[src/rtl/parallel_serializer.sv]
// rtl/parallel_serializer.sv - parallel-in / serial-out frame unloader, PI[M-1] emitted first
module parallel_serializer #(
    parameter int M = 10
) (
    input  logic       clk,
    input  logic       reset,
    input  logic       load_valid,
    output logic       load_ready,
    input  logic [7:0] PI [0:M-1],
    output logic [7:0] data_out,
    output logic       out_valid,
    input  logic       out_ready,
    output logic       out_last,
    output logic       frame_done,
    output logic       busy
);

    localparam int IW = (M > 1) ? $clog2(M) : 1;

    typedef enum logic {
        IDLE = 1'b0,
        BUSY = 1'b1
    } state_t;

    state_t          state;
    state_t          state_d;
    logic [IW-1:0]   idx;
    logic [IW-1:0]   idx_d;
    logic [7:0]      frame_buf [0:M-1];
    logic            capture;
    logic            done_d;

    assign busy = (state == BUSY);

    always_comb begin
        state_d    = state;
        idx_d      = idx;
        capture    = 1'b0;
        done_d     = 1'b0;
        out_valid  = 1'b0;
        data_out   = 8'h00;
        out_last   = 1'b0;
        load_ready = 1'b1;
        case (state)
            IDLE: begin
                if (load_valid) begin
                    capture = 1'b1;
                    idx_d   = IW'(M - 1);
                    state_d = BUSY;
                end
            end
            BUSY: begin
                out_valid  = 1'b1;
                data_out   = frame_buf[idx];
                out_last   = (idx == '0);
                // A new frame may only land on the accepted final beat, giving zero-bubble frames.
                load_ready = out_last && out_ready;
                if (out_ready) begin
                    if (!out_last) begin
                        idx_d = idx - IW'(1);
                    end else begin
                        done_d = 1'b1;
                        if (load_valid) begin
                            capture = 1'b1;
                            idx_d   = IW'(M - 1);
                        end else begin
                            state_d = IDLE;
                        end
                    end
                end
            end
            default: state_d = IDLE;
        endcase
    end

    always_ff @(posedge clk) begin
        if (!reset) begin
            state      <= IDLE;
            idx        <= '0;
            frame_done <= 1'b0;
            for (int i = 0; i < M; i++) begin
                frame_buf[i] <= 8'h00;
            end
        end else begin
            state      <= state_d;
            idx        <= idx_d;
            frame_done <= done_d;
            if (capture) begin
                for (int i = 0; i < M; i++) begin
                    frame_buf[i] <= PI[i];
                end
            end
        end
    end

endmodule
[config.mk]
export PLATFORM = sky130hd
export DESIGN_NAME = parallel_serializer
export DESIGN_NICKNAME = d
export VERILOG_FILES = /design/src/rtl/parallel_serializer.sv
export SDC_FILE = /design/constraint.sdc
export NUM_CORES = 1
export LEC_CHECK = 0
export ABC_CLOCK_PERIOD_IN_PS = 9300
export CAP_MARGIN = 15
export CORE_UTILIZATION = 45
export CTS_CLUSTER_SIZE = 16
export DETAILED_ROUTE_END_ITERATION = 8
export GPL_ROUTABILITY_DRIVEN = 0
export PLACE_DENSITY = 0.73
export SLEW_MARGIN = 20
export SYNTH_ARGS = -nofsm -noshare
export SYNTH_HDL_FRONTEND = slang
export SYNTH_SLANG_ARGS = --single-unit
[constraint.sdc]
create_clock -name clk -period 9.3 [get_ports clk]
set_input_delay 2.79 -clock clk [delete_from_list [all_inputs] [get_ports clk]]
set_output_delay 2.79 -clock clk [all_outputs]
set_load 0.05 [all_outputs]
==> run_results.csv <==
group,metric,value,unit
die,die-area,9520,sq um
sta,final_period_minus_worst_setup_slack,7.39,ns
placed_design,post-place-ws,1.94,ns
cts,cts_inserted_buffers,9,
critical_path,critical_path_class,"input pin to output port",
critical_path,endpoint_kind,"output port",
sta,clock-skew-final,0.0118,ns
global_routing,total_track_usage,16.4,%
cts,worst_skew_pair.late_latency,0.35,ns
die,initial_util,46.9,%
finish,flow.area_growth_from_synthesis,29.3,%
sta,worst-slew-pin-transition,1.03,ns
placed_design,hpwl,5.17,mm
critical_path,crit-reg2reg-launch,"idx[0]",
sta,min_period_over_period,79.4,%
global_routing,number_of_antenna_violations_at_the_first_check_in_global_routing,0,
pwr,static-leakage-power,1.99,nW
critical_path,crit_path_start_kind,"input pin",
critical_path,crit-reg2reg-capture,"frame_buf[0][3]",
finish,design.final.nets,471,
synthesis,synth.yosys.seq_area_share,63.3,%
hold_path,hold_path_depth,2,
die,ios,97,
routing,route.detailed.vias_per_inst,5.05,
cts,cts.sinks,90,
synthesis,synth_largest_area_cell,"sky130_fd_sc_hd__edfxtp_1",
cts,clk_transition_reported_paths,0.08,ns
finish,final_cell_mix,"96 x sky130_fd_sc_hd__clkdlybuf4s50_1, 80 x sky130_fd_sc_hd__edfxtp_1, 42 x sky130_fd_sc_hd__and2_1",
critical_path,worst-path-max-fanout,7,
cts,post_cts_hold_buffer_count,0,
critical_path,worst_r2r_path_depth,6,
sta,pins_over_their_slew_limit,0,
placed_design,buffer_ports.inserted,96,
sta,grt_setup_unrepaired,"false",
routing,finalWirelength,7.64,mm
critical_path,crit_arrival,4.60,ns
pwr,cellPowerDensity,171,nW/um^2
finish,number_of_diodes,0,
synthesis,postSynthNetCount,384,
die,fp.coreArea,8760,sq um
routing,antenna_left,0,
cts,max-clock-path-buffers,2,
hold_path,min-delay-start,"idx[1]",
cts,cts_setup_buffers,0,
pwr,irDropWorstVdd,0.0863,mV
sta,timing.setup.tns,0,ns
synthesis,post_syn_area_per_cell,13.8,sq um
finish,drive_gt1_share,15.6,%
critical_path,required_time_reported_for_the_critical_path_endpoint,6.51,ns
finish,layout.cells.most_common,"sky130_fd_sc_hd__clkdlybuf4s50_1",
critical_path,r2r_setup_slack,7.03,ns
sta,achievable-frequency,0.135,GHz
cts,root_buffer,"sky130_fd_sc_hd__clkbuf_8",
synthesis,synth-edff-count,80,
global_routing,grt_remaining_overflow,0,
hold_path,hold_class,"flop to flop",
synthesis,most_used_flip_flop_cell_after_synthesis,"sky130_fd_sc_hd__edfxtp_1",
global_routing,first_pass_grt_wire_length,11.9,mm
global_routing,grt_pass1_vias,2491,
sta,final-hold-violation-count,0,
routing,total_vias_in_the_final_route,2521,
die,std_cell_rows,34,
die,die_w,97.6,microns
sta,setup_viol,0,
cts,cts_tree,"done",
sta,final_setup_slack_of_the_worst_path,1.91,ns
sta,max_slew_margin,31.6,%
synthesis,synthCells,299,
global_routing,maximum_number_of_pins_on_one_net_before_global_route_repair,81,
synthesis,synth_cell_type_count,33,
cts,cts_htree_levels,3,
routing,detail_route.iter0.violations,131,
synthesis,ys.warnings.count,0,
synthesis,post_synth_instance_area,4110,sq um
synthesis,synth_top_cell_area_share,58.4,%
job,max_cap_violations,0,
synthesis,ys_seq_elements,90,
die,fp.dieH,97.6,microns
routing,drc_errors,0,
run_status,outcome,"finished, final reports clean",
cts,cts.repair.resized,0,
routing,route.detailed.wl_per_inst,15.3,microns
routing,detailedRoute.firstPassIterationCount,4,
synthesis,synth.area.top_cells,"sky130_fd_sc_hd__edfxtp_1 58%, sky130_fd_sc_hd__mux2i_1 9.7%, sky130_fd_sc_hd__and2_2 7.1%",
synthesis,async_reset_ff_share,0,%
==> synthesized netlist by cell type (2+ instances only) <==
library cell and instances:
sky130_fd_sc_hd__buf_1 2, sky130_fd_sc_hd__nor2_1 4, sky130_fd_sc_hd__a211oi_1 10, sky130_fd_sc_hd__nor2b_1 2, sky130_fd_sc_hd__nand3_1 3, sky130_fd_sc_hd__dfxtp_1 10, sky130_fd_sc_hd__nand2_1 2, sky130_fd_sc_hd__a21oi_1 11
sky130_fd_sc_hd__and2_1 42, sky130_fd_sc_hd__buf_4 4, sky130_fd_sc_hd__mux2i_1 40, sky130_fd_sc_hd__clkbuf_2 8, sky130_fd_sc_hd__a22oi_1 16, sky130_fd_sc_hd__o21ai_0 2, sky130_fd_sc_hd__clkbuf_1 3, sky130_fd_sc_hd__buf_2 3
sky130_fd_sc_hd__edfxtp_1 80, sky130_fd_sc_hd__inv_1 4, sky130_fd_sc_hd__and2_2 39
==> cells by family (layout without fill, tap and decap cells) <==
kind of cell,count (synthesis),after routing,share of synthesized area (%)
buf+inv,26,118,3.26
fa+ha+maj,1,1,0.304
flops,90,90,63.3
compound gates,41,41,7.06
xor+xnor,1,1,0.213
mux,41,41,10.0
simple gates,99,99,15.9
==> critical path, stage by stage <==
cell                              delay (ns)
sky130_fd_sc_hd__clkdlybuf4s50_1        0.60
sky130_fd_sc_hd__nand2_2                0.12
sky130_fd_sc_hd__o31ai_4                0.23
sky130_fd_sc_hd__clkdlybuf4s50_1        0.85
==> registers in the layout, summed over array words and instances, names as in the netlist, named ones only <==
register / flops
frame_buf: 80
frame_done: 1
idx: 4
busy: 1
==> through the flow <==
step | instance area, sq um | utilization [%] | cells | power (W) | hold slack [ns]
2_1_floorplan | 4110 | - | 299 | 0.000582 | 0.474
3_3_place_gp | 5110 | 58.3 | 483 | 0.000638 | 0.509
3_5_place_dp | 5110 | 58.3 | 483 | 0.000640 | 0.520
4_1_cts | 5310 | 60.6 | 499 | 0.000914 | 0.539
5_1_grt | 5320 | 60.7 | 499 | 0.000943 | 0.564
6_report | 5320 | 60.7 | 499 | 0.000909 | 0.530
==> final cells by class <==
type,count,area [sq um]
well taps,108,135
multi-input cells,183,1390
clock buffers,13,139
fillers,711,3450
flip-flops and latches,90,2600
inverters,5,18.8
repair buffers,97,968
clock inverters,3,65.1
==> how the worst max path moves through the flow <==
stage	from	to	cells after the start
2_1_floorplan	out_ready	load_ready	2
3_3_place_gp	out_ready	load_ready	4
3_5_place_dp	out_ready	load_ready	4
4_1_cts	out_ready	load_ready	4
5_1_grt	out_ready	load_ready	4
6_report	out_ready	load_ready	4
==> where the power goes <==
group	leakage (nW)	internal [W]	switching, W
Sequential	0.950	0.000476	0.0000120
Clock	0.102	0.000152	0.000128
Combinational	0.934	0.0000717	0.0000702
Total	1.99	0.000699	0.000210
==> metal layers <==
layer | global-route usage [%] | up-vias | routed length, microns
li1 | - | 1254 | -
met1 | 20.9 | 1187 | 3370
met2 | 27.6 | 66 | 3870
met3 | 2.66 | 14 | 231
met4 | 6.90 | 0 | 172
met5 | 0 | - | 0
Note: power is estimated with default switching activity, not from simulation.
